`src/rtl/riscv_i32_debug_pkg.sv`:
```
// Shared types and constants for the RISC-V pipeline-debug bus.
// The master and every hart's pipeline debug target import this package.
package riscv_i32_debug_pkg;

    localparam logic [3:0] OP_CONTROL    = 4'd0;
    localparam logic [3:0] OP_WRITE_DATA = 4'd1;

    // Bit positions inside cmd_arg for OP_CONTROL
    localparam int unsigned HALT_REQ   = 0;
    localparam int unsigned RESUME_REQ = 1;

    // Bit positions inside rsp_status
    localparam int unsigned STATUS_RESP     = 0;
    localparam int unsigned STATUS_HALTED   = 1;
    localparam int unsigned STATUS_RESUMED  = 2;
    localparam int unsigned STATUS_HIT_BP   = 3;

    // Bit positions inside rsp_error
    localparam int unsigned ERR_TIMEOUT      = 0;
    localparam int unsigned ERR_SEL_MISMATCH = 1;

    localparam logic [5:0] MASK_ALL = 6'h3f;

    typedef struct packed {
        logic        valid;
        logic [5:0]  select;
        logic [5:0]  mask;
        logic [3:0]  op;
        logic [15:0] arg;
        logic [31:0] data;
    } debug_mst_t;

    typedef struct packed {
        logic        valid;
        logic [5:0]  selected;
        logic        halted;
        logic        resumed;
        logic        hit_breakpoint;
        logic        op_was_none;
        logic        resp;
        logic [31:0] data;
        logic        attention;
    } debug_tgt_t;

    function automatic logic [3:0] pack_status(input debug_tgt_t tgt);
        logic [3:0] s;
        s = '0;
        s[STATUS_RESP]    = tgt.resp;
        s[STATUS_HALTED]  = tgt.halted;
        s[STATUS_RESUMED] = tgt.resumed;
        s[STATUS_HIT_BP]  = tgt.hit_breakpoint;
        return s;
    endfunction

endpackage

```
`src/rtl/riscv_i32_debug_master.sv`:
```
// Initiator of the pipeline-debug bus: issues one host command at a time to a hart
// and returns the captured response; scans for hart attention while idle.
module riscv_i32_debug_master
    import riscv_i32_debug_pkg::*;
#(
    parameter int unsigned TIMEOUT = 15
) (
    input  logic        clk,
    input  logic        reset_n,
    input  logic        cmd_valid,
    output logic        cmd_ready,
    input  logic [5:0]  cmd_select,
    input  logic [3:0]  cmd_op,
    input  logic [15:0] cmd_arg,
    input  logic [31:0] cmd_data,
    output logic        rsp_valid,
    input  logic        rsp_ready,
    output logic [31:0] rsp_data,
    output logic [3:0]  rsp_status,
    output logic [1:0]  rsp_error,
    output logic        attention,
    output debug_mst_t  debug_mst,
    input  debug_tgt_t  debug_tgt
);

    typedef enum logic [1:0] {StIdle, StIssue, StWait, StResult} state_e;

    localparam logic [7:0] TimeoutLast = 8'(TIMEOUT - 1);

    state_e      state_q, state_d;
    logic [5:0]  sel_q, sel_d;
    logic [3:0]  op_q, op_d;
    logic [15:0] arg_q, arg_d;
    logic [31:0] data_q, data_d;
    logic [7:0]  cnt_q, cnt_d;
    logic [31:0] rsp_data_q, rsp_data_d;
    logic [3:0]  rsp_status_q, rsp_status_d;
    logic [1:0]  rsp_error_q, rsp_error_d;
    logic        attention_q, attention_d;
    logic        scan_d1_q;
    debug_mst_t  debug_mst_q, debug_mst_d;
    logic        scanning;
    logic        unused_op_was_none;

    assign unused_op_was_none = debug_tgt.op_was_none;

    always_comb begin
        state_d      = state_q;
        sel_d        = sel_q;
        op_d         = op_q;
        arg_d        = arg_q;
        data_d       = data_q;
        cnt_d        = cnt_q;
        rsp_data_d   = rsp_data_q;
        rsp_status_d = rsp_status_q;
        rsp_error_d  = rsp_error_q;

        unique case (state_q)
            StIdle: begin
                if (cmd_valid) begin
                    sel_d   = cmd_select;
                    op_d    = cmd_op;
                    arg_d   = cmd_arg;
                    data_d  = cmd_data;
                    state_d = StIssue;
                end
            end
            StIssue: begin
                cnt_d   = '0;
                state_d = StWait;
            end
            StWait: begin
                if (debug_tgt.valid) begin
                    rsp_data_d   = debug_tgt.data;
                    rsp_status_d = pack_status(debug_tgt);
                    rsp_error_d  = '0;
                    rsp_error_d[ERR_SEL_MISMATCH] = (debug_tgt.selected != sel_q);
                    state_d      = StResult;
                end else if (cnt_q == TimeoutLast) begin
                    rsp_data_d   = '0;
                    rsp_status_d = '0;
                    rsp_error_d  = 2'b01;
                    state_d      = StResult;
                end else begin
                    cnt_d = cnt_q + 8'd1;
                end
            end
            StResult: begin
                if (rsp_ready) begin
                    state_d = StIdle;
                end
            end
            default: state_d = StIdle;
        endcase

        // Bus drive follows the next state so it lines up with the registered FSM.
        // Idle/Result drive all-zero: mask=0 makes every target answer the attention scan.
        debug_mst_d = '0;
        if (state_d == StIssue) begin
            debug_mst_d.valid  = 1'b1;
            debug_mst_d.select = sel_d;
            debug_mst_d.mask   = MASK_ALL;
            debug_mst_d.op     = op_d;
            debug_mst_d.arg    = arg_d;
            debug_mst_d.data   = data_d;
        end else if (state_d == StWait) begin
            debug_mst_d       = debug_mst_q;
            debug_mst_d.valid = 1'b0;
        end
    end

    assign scanning = (state_q == StIdle) || (state_q == StResult);

    // Targets answer one cycle late, so only trust attention after two scan cycles in a row.
    always_comb begin
        attention_d = attention_q;
        if (scan_d1_q && scanning) begin
            attention_d = debug_tgt.attention;
        end
    end

    always_ff @(posedge clk or negedge reset_n) begin
        if (!reset_n) begin
            state_q      <= StIdle;
            sel_q        <= '0;
            op_q         <= '0;
            arg_q        <= '0;
            data_q       <= '0;
            cnt_q        <= '0;
            rsp_data_q   <= '0;
            rsp_status_q <= '0;
            rsp_error_q  <= '0;
            attention_q  <= 1'b0;
            scan_d1_q    <= 1'b0;
            debug_mst_q  <= '0;
        end else begin
            state_q      <= state_d;
            sel_q        <= sel_d;
            op_q         <= op_d;
            arg_q        <= arg_d;
            data_q       <= data_d;
            cnt_q        <= cnt_d;
            rsp_data_q   <= rsp_data_d;
            rsp_status_q <= rsp_status_d;
            rsp_error_q  <= rsp_error_d;
            attention_q  <= attention_d;
            scan_d1_q    <= scanning;
            debug_mst_q  <= debug_mst_d;
        end
    end

    assign cmd_ready  = (state_q == StIdle);
    assign rsp_valid  = (state_q == StResult);
    assign rsp_data   = rsp_data_q;
    assign rsp_status = rsp_status_q;
    assign rsp_error  = rsp_error_q;
    assign attention  = attention_q;
    assign debug_mst  = debug_mst_q;

endmodule

```
`config.mk`:
```
export PLATFORM = sky130hd
export DESIGN_NAME = riscv_i32_debug_master
export DESIGN_NICKNAME = d
export VERILOG_FILES = /design/src/rtl/riscv_i32_debug_pkg.sv /design/src/rtl/riscv_i32_debug_master.sv
export SDC_FILE = /design/constraint.sdc
export NUM_CORES = 1
export LEC_CHECK = 0
export ABC_AREA = 1
export ABC_CLOCK_PERIOD_IN_PS = 2150
export BUFFER_PORTS_ARGS = -buffer_cell sky130_fd_sc_hd__buf_2
export CAP_MARGIN = 25
export CORE_ASPECT_RATIO = 0.5
export CORE_MARGIN = 2
export CORE_UTILIZATION = 30
export CTS_CLUSTER_SIZE = 30
export DETAILED_ROUTE_END_ITERATION = 8
export PLACE_DENSITY = 0.64
export SLEW_MARGIN = 20
export SYNTH_ARGS = -nofsm -noshare
export SYNTH_HDL_FRONTEND = slang
export SYNTH_SLANG_ARGS = --single-unit
```
`constraint.sdc`:
```
create_clock -name clk -period 2.15 [get_ports clk]
set_clock_uncertainty 0.15 [all_clocks]
set_input_delay 0.43 -clock clk [delete_from_list [all_inputs] [get_ports clk]]
set_output_delay 0.43 -clock clk [all_outputs]
set_load 0.02 [all_outputs]
```
* Word-level counts from Yosys, hierarchy flattened *
Index checks and enable logic that the tools add are counted.

storage, ports and cells
  bits in registers = 173
  latch bits = 0
  memory bits (writable) = 0
  memory bits (read-only) = 0
  memories kept = 0

operators by class
  $add $sub $neg = 1
  multiply operators = 0
  divide/modulo/power cells = 0
  order comparisons = 0
  equality and inequality tests = 10
  shifts and indexed selects = 0
  mux-type cells = 24
  bitwise logic cells = 0
  reduce and logical (&&, ||, !) cells = 7

operators by type and width
  operator             count
  $mux 32              4
  $mux 65              1
  $mux 64              1
  $mux 16              2
  $mux 4               4
  $mux 8               2
  $pmux 8 s2           1
  $mux 2               6
  $mux 6               2
  $add 8x1->8 const B  1
  $eq 8x4->1 const B   1
  $pmux 2 s4           1
  $eq 2x2->1 const B   3
  $ne 2x2->1 const B   3
  $ne 6x6->1           1
  $eq 2x1->1 const B   2
  $reduce_bool 2->1    2
  $reduce_and 3->1     1
  $logic_not 2->1      1
  $reduce_and 2->1     1
  $logic_and 1x1->1    1
  $logic_or 1x1->1     1

* Logic depth before layout (Yosys ltp) *
Gate-level depths: netlist of run 1.

  depth in word-level cells = 7
  mapped depth = 12

* Worst setup path before layout of run 1 *
OpenSTA, ideal clock, no wires.

  path kind = flip-flop to flip-flop
  from = reg state_q[0]
  to = reg debug_mst_q (netlist bit debug_mst[46])
  setup time = 0.066 ns
  data arrival time = 1.715 ns
  required time = 1.934 ns
  setup slack = 0.219 ns
  stages on the path, launching flop included = 10
  buffers on the path = 2
  clock period less this slack = 1.931 ns
  path through = dfrtp_1 -> inv_1 -> ha_1 -> inv_1 -> nand3_1 -> a21oi_4 -> buf_4 -> buf_4 -> nand4_1 -> nand2_1

between the ends
  elaborated cells on any way between the ends = 14

RTL lines
  what                                             line                                                         text
  start: declaration                               riscv_i32_debug_master.sv:30                                 state_e state_q, state_d;
  start signal: assignment                         riscv_i32_debug_master.sv:124                                state_q <= StIdle;
  start signal: assignment                         riscv_i32_debug_master.sv:137                                state_q <= state_d;
  $logic_not 2->1 (*)                              --
  via cmd_ready                                    riscv_i32_debug_master.sv:11                                 output logic cmd_ready,
  $pmux 2 s4                                       riscv_i32_debug_master.sv:58                                 unique case (state_q)
  $eq 2x1->1 or $eq 2x2->1 (tied branches)         riscv_i32_debug_master.sv:99, riscv_i32_debug_master.sv:106
  $ne 2x2->1 (no line) or $mux 65 (tied branches)  --
  end signal: assignment                           riscv_i32_debug_master.sv:148                                debug_mst_q <= debug_mst_d;
  end: declaration                                 riscv_i32_debug_master.sv:41                                 debug_mst_t debug_mst_q, debug_mst_d;

The timed path passes the listed nets; every way through them passes the cells marked *.
A chain may end at the register's enable or synchronous reset.

* Worst setup path after layout of run 1 *
  from = reg state_q[0]
  to = reg debug_mst_q (netlist bit debug_mst[43])

between the ends
  cells in the longest elaborated chain, start to end = 5
  elaborated cells on any way between the ends = 14

RTL lines
  what                                             line                                                         text
  $mux 2                                           riscv_i32_debug_master.sv:79                                 end else if (cnt_q == TimeoutLast) begin
  $mux 2                                           riscv_i32_debug_master.sv:73                                 if (debug_tgt.valid) begin
  $pmux 2 s4                                       riscv_i32_debug_master.sv:58
  $eq 2x1->1 or $eq 2x2->1 (tied branches)         riscv_i32_debug_master.sv:99, riscv_i32_debug_master.sv:106
  $ne 2x2->1 (no line) or $mux 65 (tied branches)  --

Parallel ways exist; a longest one is shown, timed or not.

==> results of run 1 <==
area by class of cell:
type	instances	share of cell area
clock buffers	19	0.0502
diodes	2	0.000555
clock inverters	13	0.0208
repair buffers	234	0.153
flip-flops and latches	168	0.466
inverters	18	0.00749
well taps	307	0.0426
multi-input cells	470	0.259
path summary, 6_finish.rpt:
check	start	end	depth (start not counted)
worst max-delay path	state_q[0]	debug_mst[43]	9
worst min register to register	scan_d1_q	attention	1
min in group asynchronous	reset_n	data_q[11]	2
worst max register to register	state_q[0]	debug_mst[43]	9
max in group asynchronous	reset_n	rsp_data[15]	3
worst min-delay path	cmd_data[12]	data_q[12]	3
placed cells by master (no fill, tap or decap), types with 2 or more instances in the layout:
cell type / count
buf_4: 11
buf_6: 2
clkbuf_16: 19
o21ai_0: 10
or2_2: 2
nor2_1: 11
inv_2: 4
a22o_1: 36
clkbuf_8: 2
dfrtp_1: 167
diode_2: 2
xor2_1: 9
nand2_1: 260
bufinv_16: 4
ha_1: 6
buf_12: 8
nand3_1: 64
nand4_1: 59
inv_6: 5
inv_1: 14
clkinv_2: 3
buf_2: 210
nand2_2: 3
flip-flops by register name (all words and copies together), names as in the netlist, 4 cells and up:
name	count
debug_mst	60
data_q	32
rsp_data	32
arg_q	16
cnt_q	8
sel_q	6
op_q	4
rsp_status	4
worst register-to-register path, delay by kind of cell, from the launching register on:
family	cells	cell delay, ps
buffers and inverters	4	570
DFF	1	410
AOI/OAI and AO/OA	1	200
adders and majority gates	1	290
and+or+nand+nor	3	350
logic make-up (layout without fill, tap and decap cells):
logic type | after synthesis | count (layout) | share of synthesized area
AO/OA/AOI/OAI | 53 | 53 | 0.0616
XOR/XNOR | 10 | 10 | 0.0127
adder cells (fa/ha/maj) | 6 | 6 | 0.0109
buffers and inverters | 74 | 284 | 0.0498
flip-flops | 168 | 168 | 0.611
other | 0 | 2 | 0
AND/OR/NAND/NOR | 401 | 401 | 0.254
through the flow:
| step | setup WS [ps] | total power, mW |
|---|---|---|
| 3_5_place_dp | 107 | 10.8 |
| 3_3_place_gp | 149 | 10.6 |
| 2_1_floorplan | 219 | 8.79 |
| 6_report | 126 | 14.4 |
| 5_1_grt | -10.8 | 15.3 |
| 4_1_cts | 87.7 | 14.2 |
report_power, final:
part	switching (mW)	total (mW)	internal, mW
logic	4.17	6.17	2.00
registers	0.507	4.86	4.35
clock network	1.32	3.34	2.02
repair_timing:
action,4_1_cts,5_1_grt
gates resized for setup,0,2
hold endpoints to repair,44,0
endpoints found under the setup margin,0,60
setup buffers,0,2
hold buffers,1,0
per-layer routing:
layer | up-vias | share of wire | track usage
met2 | 182 | 0.50 | 0.267
li1 | 2773 | - | -
met5 | - | 0 | 0
met1 | 2845 | 0.43 | 0.192
met4 | 0 | 0.026 | 0.0680
met3 | 30 | 0.047 | 0.0329
==> out/qor.yml, run 1 <==
fin_crit_sh: 0.941
max_freq_mhz: 494
cap_violations: 0
final_cells: 1231
drc: 0
totalWireLength_um: 19400
syn_area_um2: 6880
grt_pass1_wl_um: 29900
ys_ff_latch: 168
postSynthAreaPerCell_um2: 9.67
synth.largest_area_cell: "dfrtp_1"
setup_violations: 0
critPathKind: "reg2reg"
antenna_found_initial: 2
clock_sink_count: 168
synth_flop_cell: "dfrtp_1"
whs_ps: 60.5
fin_util: 0.397
ant_nets: 0
clk_path_buf_depth: 2
critPathLaunchType: "register"
die_y_um: 111
cp.required_ps: 2370
synth-edff-count: 0
htreeDepth: 4
grt_usage: 0.157
ir_drop_mv: 0.876
start_util: 0.303
netlist-cell-type-count: 28
grt_pass1_vias: 5825
yosysMostFrequentCell: "nand2_1"
die_area_um2: 24200
stdcell_area_um2: 9020
via_count: 5830
avgRoutedWirePerCell_um: 15.7
port_buffers: 211
io_pins: 213
finalHoldViolations: 0
grt_overflow_total: 0
crit_chain: "inv_1 > ha_1 > inv_2 > nand3_1 > a21oi_4 > buf_4 > clkbuf_16 > nand4_1 > nand2_1"
critPathMaxFanout: 29
endpoint_kind: "register"
tightestPinTransition_ps: 559
ys_seq_area_frac: 0.611
dp.final_hpwl_um: 12100
placed_area_um2: 8290
syn_to_final_growth_pct: 31.0
worst-path-buf-inv: 4
viasPerCell: 4.74
fin_nets: 1022
first_iter_violations: 397
clkTransAtPathRegs_ps: 70
hp-class: "in2reg"
netlist_top_cells_count: "nand2_1 (261), dfrtp_1 (168), nand3_1 (64)"
worstSkewPairLatency_ps: 430
netlist_instances: 712
grt_max_degree: 61
multi_input_area_um2: 2340
synth-async-reset-ratio: 1.00
gp_congestion: 0.782
ys_top_cells_by_area: "dfrtp_1 (61%), nand2_1 (14%), nand4_1 (5.4%)"
cts_made_buffers: 17
status: "completed"
synth.net_count: 825
critPathMaxStageDelay_ps: 410
die_x_um: 218
yosysWarnings: 0
synth_top_cell_area_share: 0.611
drt-pass1-iter-count: 5
r2r_slack_ps: 130
worstPathArrival_ps: 2250
drive_gt1_frac: 0.302
dpl.cell_count: 1192
cp_top_family: "buffers and inverters"
fill_cells: 2256
power.density_nw_per_um2: 1590
tns_ps: 0
fp-row-count: 39
core-area_um2: 22700
slew_headroom: 0.627
drv_slew: 0
regArea_um2: 4210
cts_tree: "done"
leakagePower_nw: 5.01
fin_crit_ps: 2020
cts-root-buf: "clkbuf_16"
cp_slowest_cell: "dfrtp_2"
Power figures use the tool's default switching activity.
==> inputs of run 2 (changes only) <==
Settings changed: PLACE_DENSITY 0.64 to not set, SLEW_MARGIN 20 to not set.
==> run 2 against run 1 <==
Wire length decreased by 1.8%. Register-to-register slack about the same. Final cell count about the same. Worst setup slack improved by 11 ps. Sequential power about the same. Global-route usage increased by 0.49 points. Critical endpoint is now debug_mst[29].
==> out/qor.yml, run 2 (same netlist as run 1, synthesis figures left out) <==
status: "completed"
cp_slowest_cell: "dfrtp_2"
drive_gt1_frac: 0.301  # -0.000758
cp.required_ps: 2300  # -70 ps
htreeDepth: 4  # unchanged
leakagePower_nw: 5.00  # -0.12%
largest_register_ffs: 60  # unchanged
gp_congestion: 0.809  # +3.4%
worstSkewPairLatency_ps: 420  # about the same
slew_headroom: 0.708  # +0.0809
mostFrequentLayoutCells: "nand2_1 (260), buf_2 (210), dfrtp_1 (167), nand3_1 (64), nand4_1 (59)"
power.density_nw_per_um2: 1580  # -1.1%
io_pins: 213  # unchanged
critPathMaxStageDelay_ps: 410  # about the same
cts_made_buffers: 17  # unchanged
tns_ps: 0  # unchanged
whs_endpoint: "op_q[3]"
drc: 0  # unchanged
grt_pass1_vias: 5937  # +1.9%
clk_path_buf_depth: 2  # unchanged
clkTransAtPathRegs_ps: 70  # about the same
dpl.cell_count: 1195  # +0.25%
fp-row-count: 39  # unchanged
tightestPinTransition_ps: 438  # -121 ps
final_cells: 1230  # -0.081%
worstPathArrival_ps: 2170  # -80 ps
grt_usage: 0.162  # +0.00490
p_seq_frac: 0.341  # +0.003
clock_sink_count: 168  # unchanged
fin_nets: 1021  # -0.098%
setup_violations: 0  # unchanged
dpl_worst_slack_ps: 104  # -2.99 ps
core-area_um2: 22700  # unchanged
die_x_um: 218  # unchanged
drv_slew: 0  # unchanged
max_freq_mhz: 497  # +0.54%
power_frac_clock: 0.241  # +0.009
critPathKind: "reg2reg"
ir_drop_mv: 1.47  # +68%
grt_max_degree: 61  # unchanged
endpoint_kind: "register"
first_iter_violations: 365  # -8.1%
reg2regPathDepth: 9  # unchanged
mostFrequentLayoutCell: "nand2_1"
syn_to_final_growth_pct: 31.0  # unchanged
switching_power_mw: 5.81  # -3.0%
die_y_um: 111  # unchanged
finalHoldViolations: 0  # unchanged
cts_tree: "done"
grt_pass1_wl_um: 30900  # +3.5%
r2r_slack_ps: 140  # about the same
p_int_mw: 8.40  # +0.23%
totalWireLength_um: 19000  # -1.8%
hp-class: "in2reg"
fin_crit_ps: 2010  # -10.9 ps
avgRoutedWirePerCell_um: 15.5  # -1.7%
fin_util: 0.397  # unchanged
via_count: 5812  # -0.31%
ant_nets: 0  # unchanged
critPathLaunchType: "register"
rsz0062_at_grt: "no"
power_mw: 14.2  # -1.1%
cts_setup_buffers: 0  # unchanged
min-delay-start: "cmd_op[3]"
setup_ws_ps: 137  # +10.9 ps
cts-root-buf: "clkbuf_16"
crit_chain: "inv_1 > ha_1 > inv_1 > nand3_1 > a21oi_4 > nand2_2 > buf_12 > nand3_1 > nand2_1"
r2r-start: "state_q[0]"
combPwrFrac: 0.418  # -0.011
viasPerCell: 4.73  # -0.23%
hold-path-cell-count: 3  # unchanged
grt_overflow_total: 0  # unchanged
drt-pass1-iter-count: 5  # unchanged
critPathMaxFanout: 60  # +110%
swShare: 0.409  # -0.00802
die_area_um2: 24200  # unchanged
start_util: 0.303  # unchanged
rr_endpoint: "debug_mst[29]"
dp.final_hpwl_um: 12200  # +1.0%
antenna_found_initial: 2  # unchanged
cap_violations: 0  # unchanged
port_buffers: 211  # unchanged
fin_crit_sh: 0.936  # -0.00509
==> run 2: cell count changes in the layout (fill, tap and decap cells not counted), sizes merged <==
| cell | change |
|---|---|
| clkinvlp | +1 |
| inv | -3 |
| clkinv | -2 |
| clkbuf | +2 |
| buf | +1 |
==> run 2: repair_timing <==
action                                 4_1_cts  5_1_grt
endpoints found under the hold margin       36        0
setup endpoints to repair                    0       45
hold buffers                                 1        0
gates resized for setup                      0        3
==> run 2: how the worst max path moves through the flow <==
stage               startpoint            end  slack, ps
finish              state_q[0]  debug_mst[29]        140
detailed placement  state_q[0]  debug_mst[31]        100
global route        state_q[0]  debug_mst[33]          6
global placement    state_q[0]  debug_mst[19]        170
CTS                 state_q[0]  debug_mst[31]         80
floorplan           state_q[0]  debug_mst[46]        220
==> run 2: critical path, delay by kind of cell (launching register included) <==
family / cells / cell delay (ps)
buf+inv: 3 / 430
simple gates: 4 / 420
flops: 1 / 410
fa+ha+maj: 1 / 240
compound gates: 1 / 220
==> run 2: power by group through the flow <==
| stage | logic [mW] | clock network, mW | registers, mW |
|---|---|---|---|
| after floorplan | 3.20 | 0 | 5.59 |
| after global placement | 5.85 | 0 | 4.87 |
| after detailed placement | 5.94 | 0 | 4.90 |
| after CTS | 5.98 | 3.51 | 4.85 |
| after global routing | 6.56 | 3.65 | 5.00 |
| final | 5.94 | 3.42 | 4.85 |
==> run 2: metrics by stage <==
stage               cell area [um^2]  hold WS (ps)
finish                          9020          68.5
global placement                8330           231
global route                    9020          65.2
floorplan                       6880         -15.6
CTS                             9000          48.8
detailed placement              8330           237
==> run 2: area by class of cell <==
class	count	area (um^2)
fill	2260	13700
sequential	168	4210
multi-input combinational	470	2340
timing repair buffer	233	1350
clock buffer	23	508
tap	307	384
clock inverter	9	159
inverter	18	67.6
antenna	2	5.00
==> run 2: metal layers <==
layer,vias up,global-route usage,share of wire,wire length [um]
met5,-,0,0,0
met4,0,0.0748,0.033,624
met3,34,0.0332,0.044,837
met2,155,0.269,0.49,9260
met1,2847,0.202,0.44,8320
li1,2776,-,-,-
